--- src/rtl/ddr_arbiter.sv ---
// Arbitrates a display read port and a draw write port onto a single DDR controller.
// Reads win by default; a waiting write is forced through after STARVE_LIMIT consecutive reads.
module ddr_arbiter #(
    parameter int STARVE_LIMIT = 4,
    parameter int TIMEOUT      = 255
) (
    input  logic        clk133_p,
    input  logic        rst,
    input  logic        dispReq,
    input  logic [23:0] dispAddress,
    output logic        dispAck,
    output logic [15:0] dispData,
    input  logic        drawReq,
    input  logic [23:0] drawAddress,
    input  logic [15:0] drawData,
    output logic        drawAck,
    output logic        ddrRead,
    output logic [23:0] ddrReadAddress,
    input  logic        ddrReadAcknowledge,
    input  logic [15:0] ddrReadData,
    output logic        ddrWrite,
    output logic [23:0] ddrWriteAddress,
    output logic [15:0] ddrWriteData,
    input  logic        ddrWriteAcknowledge,
    output logic        timeoutError
);

    localparam int SW = ($clog2(STARVE_LIMIT + 1) > 3) ? $clog2(STARVE_LIMIT + 1) : 3;
    localparam int TW = ($clog2(TIMEOUT + 1) > 1) ? $clog2(TIMEOUT + 1) : 1;

    typedef enum logic [2:0] {
        IDLE,
        READ_REQ,
        READ_RELEASE,
        WRITE_REQ,
        WRITE_RELEASE,
        DONE
    } state_t;

    state_t        state_q, state_d;
    logic [SW-1:0] starve_q, starve_d;
    logic [TW-1:0] tmo_q, tmo_d;
    logic          rd_q, rd_d;
    logic          wr_q, wr_d;
    logic [23:0]   rd_addr_q, rd_addr_d;
    logic [23:0]   wr_addr_q, wr_addr_d;
    logic [15:0]   wr_data_q, wr_data_d;
    logic [15:0]   disp_data_q, disp_data_d;
    logic          disp_ack_q, disp_ack_d;
    logic          draw_ack_q, draw_ack_d;
    logic          tmo_err_q, tmo_err_d;
    logic          tmo_hit;
    logic          ddr_busy;

    assign tmo_hit  = (tmo_q >= TW'(TIMEOUT - 1));
    assign ddr_busy = ddrReadAcknowledge | ddrWriteAcknowledge;

    always_ff @(posedge clk133_p) begin
        if (rst) begin
            state_q     <= IDLE;
            starve_q    <= '0;
            tmo_q       <= '0;
            rd_q        <= 1'b0;
            wr_q        <= 1'b0;
            rd_addr_q   <= '0;
            wr_addr_q   <= '0;
            wr_data_q   <= '0;
            disp_data_q <= '0;
            disp_ack_q  <= 1'b0;
            draw_ack_q  <= 1'b0;
            tmo_err_q   <= 1'b0;
        end else begin
            state_q     <= state_d;
            starve_q    <= starve_d;
            tmo_q       <= tmo_d;
            rd_q        <= rd_d;
            wr_q        <= wr_d;
            rd_addr_q   <= rd_addr_d;
            wr_addr_q   <= wr_addr_d;
            wr_data_q   <= wr_data_d;
            disp_data_q <= disp_data_d;
            disp_ack_q  <= disp_ack_d;
            draw_ack_q  <= draw_ack_d;
            tmo_err_q   <= tmo_err_d;
        end
    end

    always_comb begin
        state_d     = state_q;
        starve_d    = starve_q;
        tmo_d       = tmo_q;
        rd_d        = rd_q;
        wr_d        = wr_q;
        rd_addr_d   = rd_addr_q;
        wr_addr_d   = wr_addr_q;
        wr_data_d   = wr_data_q;
        disp_data_d = disp_data_q;
        disp_ack_d  = 1'b0;
        draw_ack_d  = 1'b0;
        tmo_err_d   = tmo_err_q;

        // Counter saturates so a late ack cannot wrap it back below the abort threshold.
        if (state_q != IDLE && state_q != DONE && tmo_q != {TW{1'b1}}) begin
            tmo_d = tmo_q + TW'(1);
        end

        case (state_q)
            IDLE: begin
                tmo_d = '0;
                if (!drawReq) begin
                    starve_d = '0;
                end
                // A leftover ack (e.g. after reset) must drain before any new request.
                if (!ddr_busy) begin
                    if (dispReq && (!drawReq || starve_q < SW'(STARVE_LIMIT))) begin
                        state_d   = READ_REQ;
                        rd_d      = 1'b1;
                        rd_addr_d = dispAddress;
                        if (drawReq && starve_q != {SW{1'b1}}) begin
                            starve_d = starve_q + SW'(1);
                        end
                    end else if (drawReq) begin
                        state_d   = WRITE_REQ;
                        wr_d      = 1'b1;
                        wr_addr_d = drawAddress;
                        wr_data_d = drawData;
                        starve_d  = '0;
                    end
                end
            end
            READ_REQ: begin
                if (ddrReadAcknowledge) begin
                    disp_data_d = ddrReadData;
                    rd_d        = 1'b0;
                    state_d     = READ_RELEASE;
                end else if (tmo_hit) begin
                    disp_data_d = '0;
                    rd_d        = 1'b0;
                    tmo_err_d   = 1'b1;
                    disp_ack_d  = 1'b1;
                    state_d     = DONE;
                end
            end
            READ_RELEASE: begin
                if (!ddrReadAcknowledge) begin
                    disp_ack_d = 1'b1;
                    state_d    = DONE;
                end else if (tmo_hit) begin
                    disp_data_d = '0;
                    tmo_err_d   = 1'b1;
                    disp_ack_d  = 1'b1;
                    state_d     = DONE;
                end
            end
            WRITE_REQ: begin
                if (ddrWriteAcknowledge) begin
                    wr_d    = 1'b0;
                    state_d = WRITE_RELEASE;
                end else if (tmo_hit) begin
                    wr_d       = 1'b0;
                    tmo_err_d  = 1'b1;
                    draw_ack_d = 1'b1;
                    state_d    = DONE;
                end
            end
            WRITE_RELEASE: begin
                if (!ddrWriteAcknowledge || tmo_hit) begin
                    tmo_err_d  = tmo_err_q | ddrWriteAcknowledge;
                    draw_ack_d = 1'b1;
                    state_d    = DONE;
                end
            end
            DONE: begin
                // Client request is still high this cycle; only IDLE looks at it again.
                state_d = IDLE;
            end
            default: begin
                state_d = IDLE;
                rd_d    = 1'b0;
                wr_d    = 1'b0;
            end
        endcase
    end

    assign dispAck         = disp_ack_q;
    assign dispData        = disp_data_q;
    assign drawAck         = draw_ack_q;
    assign ddrRead         = rd_q;
    assign ddrReadAddress  = rd_addr_q;
    assign ddrWrite        = wr_q;
    assign ddrWriteAddress = wr_addr_q;
    assign ddrWriteData    = wr_data_q;
    assign timeoutError    = tmo_err_q;

endmodule

--- config.mk ---
export PLATFORM = sky130hd
export DESIGN_NAME = ddr_arbiter
export DESIGN_NICKNAME = d
export VERILOG_FILES = /design/src/rtl/ddr_arbiter.sv
export SDC_FILE = /design/constraint.sdc
export NUM_CORES = 1
export LEC_CHECK = 0
export BUFFER_PORTS_ARGS = -buffer_cell sky130_fd_sc_hd__buf_2
export CAP_MARGIN = 20
export CORE_MARGIN = 2
export CORE_UTILIZATION = 42
export DETAILED_ROUTE_END_ITERATION = 8
export PLACE_DENSITY = 0.75
export SYNTH_ARGS = -nofsm -noshare
export SYNTH_HDL_FRONTEND = slang
export SYNTH_SLANG_ARGS = --single-unit
--- constraint.sdc ---
create_clock -name clk133_p -period 1.7 [get_ports clk133_p]
set_input_delay 0.34 -clock clk133_p [delete_from_list [all_inputs] [get_ports clk133_p]]
set_output_delay 0.34 -clock clk133_p [all_outputs]
set_load 0.005 [all_outputs]
==> summary.md, run 1 <==
| Metric | Value |
|---|---|
| Power per cell area | `872.1 mW/mm^2` |
| Clk_skew | `0.01338 ns` |
| WL/cell | `13.55 um` |
| CTS root buf | `clkbuf_8` |
| Final nets | `717` |
| Failing checks | `negative setup slack` |
| Worst R2R Start | `tmo_q[0]` |
| Endpoints failing setup | `1` |
| Top delay family on crit path | `compound AO/OA/AOI/OAI gates` |
| IO Count | `171` |
| Crit path DAT | `1.98 ns` |
| CORE AREA | `between 0.008 and 0.009 mm^2` |
| Initial Util | `43.52%` |
| Status | `finished, violations left` |
| Largest net degree at the start of global routing | `42` |
| Commonest non-fill, non-tap cell in the layout | `buf_2` |
| Global-route wire length before repair | `about 16 mm` |
| Diode count | `0` |
| Kind of critical path | `flop to flop` |
| Commonest cells after routing, fill and taps aside | `buf_2, nand2_1, dfxtp_1, a21oi_1, buf_4` |
| CTS tree | `yes` |
| Slowest-stage cell, CP | `dfxtp_2` |
| Crit. End Element | `flop` |
| Worst min-delay path startpoint | `ddrReadData[0]` |
| Hold path cells | `2` |
| Ys flop type | `dfxtp_1` |
| Via-to-Cell Ratio | `approximately 5.2` |
| Drt total wl | `about 10 mm` |
| Number of flops mapped to enable cells by yosys | `0` |
| IO Port Bufs | `170` |
| Pwr Total | `4.510 mW` |
| Clock Sinks | `99` |
| Area Growth Syn to Fin | `36.27%` |
| Data required time of the worst path | `just under 2 ns` |
| Hold endpoint | `dispData[0]` |
| Setup crit start kind | `flop` |
| TritonCTS buffer count | `9` |
| Final Max Tran Viols | `0` |
| Crit path cell chain | `inv_2 -> ha_2 -> o211ai_1 -> buf_4 -> buf_6 -> or2_4 -> a21o_1 -> a221oi_2` |
| Sequential share of the synthesized area | `between 50% and 60%` |
| Final GP Congestion | `0.8300` |
| FF-to-FF path depth | `8` |
| DP HPWL | `7.175 mm` |
| Die footprint | `roughly 0.01 mm^2` |
| # rows | `34` |
| Hold buffers post-CTS | `0` |
| Crit-path max FO | `4` |
| Clock-pin slew on the worst setup and hold paths | `0.11 ns` |
| Routed via count | `3820` |
| Worst r2r dst | `state_q[0]` |
| Seq pwr share | `54.6%` |
| Clock share of power | `about a third` |
| Buf/Inv on CP | `3` |
| Initial antenna violation count | `0` |
| Netlist Area Pre-Place | `0.003795 mm^2` |
| # fillers | `790` |
| Rel. slew slack | `between 50% and 60%` |
| Antenna viol nets, final | `0` |
| Mean Syn Cell Area | `8.490 um^2` |
| H-tree Lvls | `3` |
| Dpl cells | `723` |
| Max Freq | `approximately 590 MHz` |
| Maximum clock path buffer count | `2` |
| Type of the worst min-delay path | `primary input to flop` |
| Synth warnings | `0` |
| # DRC | `0` |
| Share of layout cells above drive strength 1 | `36.87%` |
| DRT iter0 DRCs | `135` |
| Gr ovfl total | `0` |
| Die width | `99.06 um` |
| R2R setup slack | `-0.006 ns` |
| Comb pwr share | `13.7%` |
| Final Hold Viols | `0` |
| Syn nets | `around 540` |
| Period utilization | `100.4%` |
| Period minus WS final | `1.706 ns` |
| Worst-Skew Late Latency | `0.36 ns` |
| Worst slew pin tran | `about 0.64 ns` |
| Leak Pwr | `2.336 nW` |
| WHS | `0.1774 ns` |
| Slowest stage delay, CP | `0.34 ns` |
| # Max-Cap Violations | `0` |
| Mapped Cells | `447` |
| RSZ-0062 raised after global routing | `yes` |
| Async set-or-reset flop fraction in the synthesized netlist | `0%` |
| Worst IR Drop VDD | `0.0004715 V` |
| Non-Filler Instances | `between 700 and 800` |
| Vias in the first global route | `3613` |
| Worst setup margin | `-0.006219 ns` |
| Die H | `99.06 um` |
| DRT Pass-1 Iters | `4` |
| Sw power | `1.252 mW` |
| Net Sw Frac | `approximately 28%` |
| GRT Total Usage | `~19%` |
| Pint | `3.258 mW` |
| Yosys reg bits | `99` |
| Unique masters post-synth | `47` |
-- synth_stat cells, types with 2 or more instances --
| library cell | instances | area [um^2] |
|---|---|---|
| a21boi_0 | 2 | 15.01 |
| o31ai_1 | 2 | 15.01 |
| ha_1 | 4 | 50.05 |
| a22o_1 | 18 | 157.7 |
| a21oi_1 | 72 | 360.4 |
| o41ai_1 | 2 | 17.52 |
| dfxtp_1 | 99 | 1982 |
| inv_1 | 2 | 7.510 |
| buf_2 | 12 | 60.06 |
| nor2b_1 | 2 | 12.51 |
| nor3_2 | 3 | 30.03 |
| o211ai_1 | 2 | 15.01 |
| o21ai_1 | 3 | 15.01 |
| a221oi_1 | 2 | 17.52 |
| and3_1 | 2 | 12.51 |
| a211oi_1 | 6 | 45.04 |
| o21ai_0 | 4 | 20.02 |
| nand2b_1 | 3 | 18.77 |
| nand4bb_1 | 2 | 22.52 |
| clkbuf_1 | 20 | 75.07 |
| and4_1 | 2 | 17.52 |
| a31oi_1 | 2 | 12.51 |
| nor2_1 | 10 | 37.54 |
| or3b_1 | 2 | 17.52 |
| nand2_1 | 136 | 510.5 |
| or2_1 | 2 | 12.51 |
| nand4_1 | 2 | 12.51 |
| nand3_1 | 4 | 20.02 |
| a21o_1 | 5 | 37.54 |
| o311ai_1 | 2 | 17.52 |
| nand3b_1 | 2 | 15.01 |
-- worst max-delay path by stage --
| stage | start | endpoint | slack, ns | depth (start not counted) |
|---|---|---|---|---|
| floorplan | tmo_q[0] | dispData[10] | 0.002 | 7 |
| global placement | tmo_q[0] | dispData[13] | -0.25 | 7 |
| detailed placement | tmo_q[0] | dispData[15] | -0.30 | 7 |
| CTS | tmo_q[0] | state_q[1] | 0.01 | 8 |
| global route | tmo_q[0] | state_q[0] | -0.09 | 8 |
| finish | tmo_q[0] | state_q[0] | -0.006 | 8 |
-- sequential cells by signal (all words and copies together), names as in the netlist --
signal           count
tmo_q                8
timeoutError         1
dispData            16
dispAck              1
starve_q             3
ddrWrite             1
drawAck              1
ddrReadAddress      24
ddrWriteData        16
ddrWriteAddress     24
ddrRead              1
state_q              3
-- power by group through the flow --
stage / clock network [mW] / logic (mW) / registers, mW
CTS: 1.46 / 0.605 / 2.46
finish: 1.43 / 0.616 / 2.46
floorplan: 0 / 0.300 / 2.50
detailed placement: 0 / 0.584 / 2.51
global placement: 0 / 0.569 / 2.50
global route: 1.56 / 0.678 / 2.47
-- metal layers --
| layer | vias to the layer above | wire [um] | GRT usage, % |
|---|---|---|---|
| met4 | 0 | 215 | 8.535 |
| met1 | 1767 | 4264 | 22.70 |
| li1 | 1894 | - | - |
| met2 | 141 | 4906 | 34.30 |
| met5 | - | 0 | 0 |
| met3 | 18 | 640 | 3.404 |
-- repair_timing --
| item | 4_1_cts | 5_1_grt |
|---|---|---|
| setup endpoints to repair | 20 | 33 |
| resized for setup | 7 | 11 |
| pin swaps | 2 | 3 |
| setup buffers | 1 | 0 |
-- through the flow --
step,util (%),worst slack [ns],setup TNS (ns),instance area (um^2)
after floorplan,-,0.002011,0,3795
after global placement,56.14,-0.2491,-3.975,4896
after detailed placement,56.14,-0.3017,-4.711,4896
after CTS,58.78,0.01047,0,5126
after global routing,59.30,-0.08795,-0.1579,5171
final,59.30,-0.006219,-0.006219,5171
-- layout make-up --
type / instances / area, um^2 / area share (%)
tap: 108 / 135.1 / 2.613
clock inverter: 7 / 56.30 / 1.089
multi-input combinational: 314 / 1735 / 33.56
inverter: 2 / 7.507 / 0.1452
clock buffer: 9 / 123.9 / 2.395
sequential: 99 / 1988 / 38.45
timing repair buffer: 201 / 1125 / 21.75
-- worst register-to-register path: stages, from the launching register on --
cell,delay (ns)
dfxtp_2,0.34
inv_2,0.05
ha_2,0.15
o211ai_1,0.09
buf_4,0.17
buf_6,0.11
or2_4,0.25
a21o_1,0.21
a221oi_2,0.25
-- cells by family after synthesis --
family | count (synthesis) | synth area share [%]
xor+xnor | 2 | 0.4617
mux | 1 | 0.2967
simple gates | 179 | 20.87
compound gates | 128 | 21.07
flops | 99 | 52.23
fa+ha+maj | 4 | 1.319
buf+inv | 34 | 3.759
No activity file was read; power rests on OpenSTA's default activity.
==> run 2, diff against run 1 <==
Settings changed: CELL_PAD_IN_SITES_DETAIL_PLACEMENT set to 0, CELL_PAD_IN_SITES_GLOBAL_PLACEMENT set to 1, CORE_UTILIZATION 42 to 30, PLACE_DENSITY 0.75 to not set, PLACE_DENSITY_LB_ADDON set to 0.1.
==> run 2 against run 1 <==
  * The flow now finishes without violations
  * Flip-flop and latch count unchanged
  * Cell count up 9.1%
  * Worst hold slack better by 0.027 ns
  * Setup slack better by 0.077 ns
  * Wire length grew 3.0%
  * Sequential power is essentially flat
  * First-iteration DRC count rose by 71%
  * Maximum frequency up 4.7%
  * Via count shrank 4.3%
  * Global-route usage decreased by 4.4 points
  * Die area increased by 38%
  * Critical path depth shrank 2
==> summary.md, run 2 (synthesized netlist as in run 1, its figures left out) <==
| Metric | Value |
|---|---|
| Placed Instance Area | `0.004979 mm^2 (+1.7%)` |
| CTS tree | `yes` |
| Period minus WS final | `1.629 ns (-0.07708 ns)` |
| Largest net degree at the start of global routing | `41 (-2.4%)` |
| Clock Sinks | `99 (unchanged)` |
| Area Growth Syn to Fin | `43.49%` |
| Crit. End Element | `flop` |
| Rel. slew slack | `57.46% (+0.25 points)` |
| Drt total wl | `10.32 mm (+3.0%)` |
| Worst-Skew Late Latency | `0.35 ns (about the same)` |
| Slowest stage delay, CP | `0.46 ns (+0.12 ns)` |
| WHS | `0.2041 ns (+0.02671 ns)` |
| Final Max Tran Viols | `0 (unchanged)` |
| Endpoints failing setup | `0 (-1)` |
| Status | `completed` |
| Maximum clock path buffer count | `2 (unchanged)` |
| Type of the worst min-delay path | `primary input to flop` |
| TritonCTS buffer count | `9 (unchanged)` |
| Period utilization | `95.83% (-4.5 points)` |
| Data required time of the worst path | `1.94 ns (-0.03 ns)` |
| # DRC | `0 (unchanged)` |
| Initial antenna violation count | `0 (unchanged)` |
| Diode count | `0 (unchanged)` |
| # fillers | `1294 (+64%)` |
| Global-route wire length before repair | `15.78 mm (+0.44%)` |
| Final Hold Viols | `0 (unchanged)` |
| # rows | `41 (+21%)` |
| Die width | `116.5 um (+18%)` |
| Antenna viol nets, final | `0 (unchanged)` |
| Worst slew pin tran | `0.6374 ns (-0.003723 ns)` |
| Hold buffers post-CTS | `0 (unchanged)` |
| Vias in the first global route | `3257 (-9.9%)` |
| Clk_skew | `0.003503 ns (-0.009873 ns)` |
| Non-Filler Instances | `807 (+9.1%)` |
| Gr ovfl total | `0 (unchanged)` |
| Die footprint | `0.01357 mm^2 (+38%)` |
| Buf/Inv on CP | `2 (-1)` |
| # Max-Cap Violations | `0 (unchanged)` |
| Clock-pin slew on the worst setup and hold paths | `0.07 ns (-0.04 ns)` |
| Finished Core Util | `43.68% (-16 points)` |
| Setup crit start kind | `flop` |
| GRT Total Usage | `14.95% (-4.4 points)` |
| Pwr Total | `5.415 mW (+20%)` |
| Fin area | `0.005445 mm^2 (+5.3%)` |
| IO Count | `171 (unchanged)` |
| Power per cell area | `994.4 mW/mm^2 (+14%)` |
| Die H | `116.5 um (+18%)` |
| Multi-input logic area | `0.001764 mm^2 (+1.7%)` |
| WL/cell | `12.79 um (-5.6%)` |
| Share of layout cells above drive strength 1 | `37.48% (+0.61 points)` |
| Initial Util | `30.44% (-13 points)` |
| DP HPWL | `7.393 mm (+3.0%)` |
| Crit path cell chain | `buf_4 -> nand4bb_1 -> o31ai_4 -> nor3_4 -> buf_12 -> a22o_1` |
| Commonest cells after routing, fill and taps aside | `buf_2, nand2_1, dfxtp_1, a21oi_1, buf_4` |
| Via-to-Cell Ratio | `4.528 (-12%)` |
| Leak Pwr | `2.426 nW (+3.8%)` |
| DRT Pass-1 Iters | `4 (unchanged)` |
| RSZ-0062 raised after global routing | `yes` |
| Max Freq | `613.8 MHz (+4.7%)` |
| IO Port Bufs | `170 (unchanged)` |
| Dpl cells | `789 (+9.1%)` |
| Final nets | `720 (+0.42%)` |
| Final GP Congestion | `0.7996 (-3.7%)` |
| DRT iter0 DRCs | `231 (+71%)` |
| Kind of critical path | `flop to flop` |
| CTS root buf | `clkbuf_16` |
| Routed via count | `3654 (-4.3%)` |
| Commonest non-fill, non-tap cell in the layout | `buf_2` |
| Top delay family on crit path | `compound AO/OA/AOI/OAI gates` |
| H-tree Lvls | `3 (unchanged)` |
| CORE AREA | `0.01247 mm^2 (+43%)` |
| Crit path DAT | `1.87 ns (-0.11 ns)` |
| Slowest-stage cell, CP | `dfxtp_1` |
| Worst IR Drop VDD | `0.0003454 V (-27%)` |
| Crit-path max FO | `16 (+12)` |
| Reg area | `0.001986 mm^2 (-0.13%)` |
## run 2: changes by cell type in the layout (fill, tap and decap cells not counted), sizes merged
cell	delta
clkinv	+1
bufinv	+3
inv	-4
buf	+3
## run 2: through the flow
stage,TNS (ns),setup slack [ns]
3_3_place_gp,-5.313,-0.3316
3_5_place_dp,-5.842,-0.3656
5_1_grt,-0.4006,-0.03162
4_1_cts,0,0.02814
2_1_floorplan,0,0.002011
6_report,0,0.07086
## run 2: routing by layer
metal	part of all wire, %	vias to the layer above	global-route usage, %
li1	-	1904	-
met1	44	1641	18.44
met2	48	98	24.26
met3	6.6	11	4.203
met4	1.7	0	6.905
met5	0	-	0
## run 2: area by class of cell
cell class	count	area share (%)
well taps	172	3.952
clock inverters	7	2.137
inverters	2	0.1379
clock buffers	9	4.136
repair buffers	204	20.77
flip-flops and latches	99	36.47
multi-input cells	314	32.40
## run 2: report_power, final
group          switching [mW]  leakage [nW]  total [mW]  internal, mW
clock                   0.888         0.165        2.32          1.43
combinational           0.329          1.46       0.637         0.308
sequential             0.0520         0.802        2.45          2.40
## run 2: final timing paths
check        cells after the start               from  slack (ns)                 to
max                              6         state_q[1]        0.07        dispData[1]
min                              2     ddrReadData[8]        0.20        dispData[8]
max reg2reg                      6         state_q[1]        0.07        dispData[1]
min reg2reg                      2  ddrReadAddress[5]        0.45  ddrReadAddress[5]
## run 2: worst reg2reg max path, cell delays in order, from the launching register on
cell and delay (ns):
dfxtp_1 0.46, buf_4 0.19, nand4bb_1 0.17, o31ai_4 0.25
nor3_4 0.06, buf_12 0.15, a22o_1 0.23
## run 2: what timing repair did
action,in CTS,in global routing
pin swaps,2,3
buffers inserted,2,0
cloned,0,0
resized for setup,9,10
setup endpoints to repair,41,29
==> run 3, diff against run 2 <==
Settings changed: CORE_MARGIN 2 to not set, SLEW_MARGIN set to 30.
==> run 3 against run 2 <==
  * Register-to-register slack lost 0.05 ns
  * Sequential power about the same
  * Wire length is 6.1% higher
  * First-iteration DRC count decreased by 30%
  * Non-clock buffer count rose by 4
  * Clock power fell by 15%
  * Combinational power up 4.4%
  * Power shrank 5.8%
  * Via count up 3.9%
  * Maximum frequency fell by 3.2%
==> summary.md, run 3 (synthesized netlist as in run 1, its figures left out) <==
| Metric | Value |
|---|---|
| Status | `completed` |
| Endpoints failing setup | `0 (unchanged)` |
| Crit path cell chain | `inv_2 -> ha_4 -> o211ai_1 -> buf_4 -> buf_6 -> or2_4 -> a21o_1 -> a221oi_2` |
| Initial Util | `31.20% (+0.76 points)` |
| Diode count | `0 (unchanged)` |
| Commonest non-fill, non-tap cell in the layout | `buf_2` |
| Max Freq | `594.2 MHz (-3.2%)` |
| Kind of critical path | `flop to flop` |
| Slowest-stage cell, CP | `dfxtp_2` |
| Final Hold Viols | `0 (unchanged)` |
| Clock-pin slew on the worst setup and hold paths | `0.06 ns (about the same)` |
| Die footprint | `0.01310 mm^2 (-3.4%)` |
| Final GP Congestion | `0.7721 (-3.4%)` |
| Hold endpoint | `dispData[7]` |
| M1 wire length | `5.069 mm (+12%)` |
| Final nets | `724 (+0.56%)` |
| Routed via count | `3797 (+3.9%)` |
| Maximum clock path buffer count | `2 (unchanged)` |
| Data required time of the worst path | `1.95 ns (about the same)` |
| # Max-Cap Violations | `0 (unchanged)` |
| Crit. End Element | `flop` |
| Period minus WS final | `1.683 ns (+0.05385 ns)` |
| Worst min-delay path startpoint | `ddrReadData[7]` |
| Worst-Skew Late Latency | `0.34 ns (about the same)` |
| IO Count | `171 (unchanged)` |
| Slowest stage delay, CP | `0.32 ns (-0.14 ns)` |
| Reg area | `0.001989 mm^2 (+0.19%)` |
| Area Growth Syn to Fin | `46.36%` |
| # DRC | `0 (unchanged)` |
| TritonCTS buffer count | `9 (unchanged)` |
| Clock Sinks | `99 (unchanged)` |
| CTS tree | `yes` |
| Worst slew pin tran | `0.6156 ns (-0.02179 ns)` |
| Met3 wire len | `516 um (-25%)` |
| Multi-input logic area | `0.001824 mm^2 (+3.4%)` |
| WP depth | `8 (+2)` |
| DRT iter0 DRCs | `161 (-30%)` |
| Non-Filler Instances | `805 (-0.25%)` |
| Leak Pwr | `2.476 nW (+2.1%)` |
| Top delay family on crit path | `compound AO/OA/AOI/OAI gates` |
| Vias in the first global route | `3478 (+6.8%)` |
| Initial antenna violation count | `0 (unchanged)` |
| Setup crit start kind | `flop` |
| Hold buffers post-CTS | `0 (unchanged)` |
| # rows | `40 (-2.4%)` |
| DRT Pass-1 Iters | `4 (unchanged)` |
| WL/cell | `13.60 um (+6.3%)` |
| Global-route wire length before repair | `16.53 mm (+4.8%)` |
| FF-to-FF path depth | `8 (+2)` |
| GRT Total Usage | `16.08% (+1.1 points)` |
| Final Max Tran Viols | `0 (unchanged)` |
| Gr ovfl total | `0 (unchanged)` |
| Clk_skew | `0.005212 ns (+0.001709 ns)` |
| CTS root buf | `clkbuf_16` |
| DP HPWL | `7.482 mm (+1.2%)` |
| Die width | `114.5 um (-1.7%)` |
| Worst r2r dst | `state_q[0]` |
| Crit path DAT | `1.93 ns (+0.06 ns)` |
| Crit-path max FO | `5 (-11)` |
| Pwr Total | `5.102 mW (-5.8%)` |
| Hold path cells | `2 (unchanged)` |
| Die H | `114.5 um (-1.7%)` |
| Share of layout cells above drive strength 1 | `40.82% (+3.3 points)` |
| Dpl cells | `783 (-0.76%)` |
| Critical Path Start | `tmo_q[0]` |
| Routed wl met2 | `5.212 mm (+5.5%)` |
| Period utilization | `99.00% (+3.2 points)` |
| Via-to-Cell Ratio | `4.717 (+4.2%)` |
| Buf/Inv on CP | `3 (+1)` |
| Drt total wl | `10.95 mm (+6.1%)` |
| R2R setup slack | `0.02 ns (-0.05 ns)` |
| # fillers | `1256 (-2.9%)` |
| Commonest cells after routing, fill and taps aside | `buf_2, nand2_1, dfxtp_1, a21oi_1, buf_4` |
| IO Port Bufs | `170 (unchanged)` |
| Setup_tns | `0 ns (unchanged)` |
| Rel. slew slack | `58.92% (+1.5 points)` |
| Top layer reached by signal wires | `met4` |
| H-tree Lvls | `3 (unchanged)` |
| Antenna viol nets, final | `0 (unchanged)` |
| Largest net degree at the start of global routing | `41 (unchanged)` |
| Power per cell area | `918.6 mW/mm^2 (-7.6%)` |
| CORE AREA | `0.01216 mm^2 (-2.4%)` |
| RSZ-0062 raised after global routing | `yes` |
| Worst R2R Start | `tmo_q[0]` |
| Type of the worst min-delay path | `primary input to flop` |
| Worst IR Drop VDD | `0.0004454 V (+29%)` |
run 3: changes by cell type in the layout (fill, tap and decap cells not counted), moves of 2 or more:
cell / change
a21oi_1: -14
a21oi_2: +14
buf_12: +2
buf_4: -4
buf_6: +3
bufinv_16: -2
clkbuf_16: +2
nand2_1: -8
nand2_2: +2
nand2_4: +6
run 3: metrics by stage:
step	cell area, um^2	hold WS [ns]	setup WS (ns)	util [%]
2_1_floorplan	3795	0.4527	0.002011	-
3_3_place_gp	4984	0.4387	-0.2807	40.98
3_5_place_dp	4984	0.4437	-0.3316	40.98
4_1_cts	5310	0.1896	0.01286	43.66
5_1_grt	5554	0.1965	-0.08832	45.67
6_report	5554	0.2077	0.01701	45.67
run 3: layer usage:
metal  vias to the layer above  track usage (%)
li1                       1909                -
met1                      1788            20.02
met2                        90            26.51
met3                        10            3.706
met4                         0            7.100
met5                         -                0
run 3: cell type report:
| type | instances | share of cell area, % |
|---|---|---|
| Clock inverter | 3 | 0.7209 |
| Multi-Input combinational cell | 314 | 32.85 |
| Inverter | 2 | 0.1352 |
| Sequential cell | 99 | 35.82 |
| Clock buffer | 11 | 4.370 |
| Timing Repair Buffer | 208 | 22.32 |
| Tap cell | 168 | 3.785 |
run 3: repair_timing:
| item | in CTS | in global routing |
|---|---|---|
| pin swaps | 2 | 23 |
| setup endpoints to repair | 61 | 63 |
| gates resized for setup | 6 | 43 |
| buffers inserted | 1 | 4 |
| gates cloned | 0 | 3 |
run 3: worst reg2reg max path, delay by kind of cell (launching register included):
| kind | cells | cell delay [ns] |
|---|---|---|
| AOI/OAI and AO/OA | 3 | 0.56 |
| buffers and inverters | 3 | 0.34 |
| DFF | 1 | 0.32 |
| and+or+nand+nor | 1 | 0.26 |
| adders and majority gates | 1 | 0.11 |
run 3: worst max path at each step:
stage                    to  slack (ns)
2_1_floorplan  dispData[10]       0.002
3_3_place_gp   dispData[11]       -0.28
3_5_place_dp    dispData[3]       -0.33
4_1_cts          state_q[0]        0.01
5_1_grt          state_q[0]       -0.09
6_report         state_q[0]        0.02
run 3: power by group:
| part | total, mW | switching (mW) | internal, mW |
|---|---|---|---|
| logic | 0.665 | 0.343 | 0.322 |
| clock network | 1.98 | 0.820 | 1.16 |
| registers | 2.46 | 0.0552 | 2.40 |
| total | 5.10 | 1.22 | 3.88 |
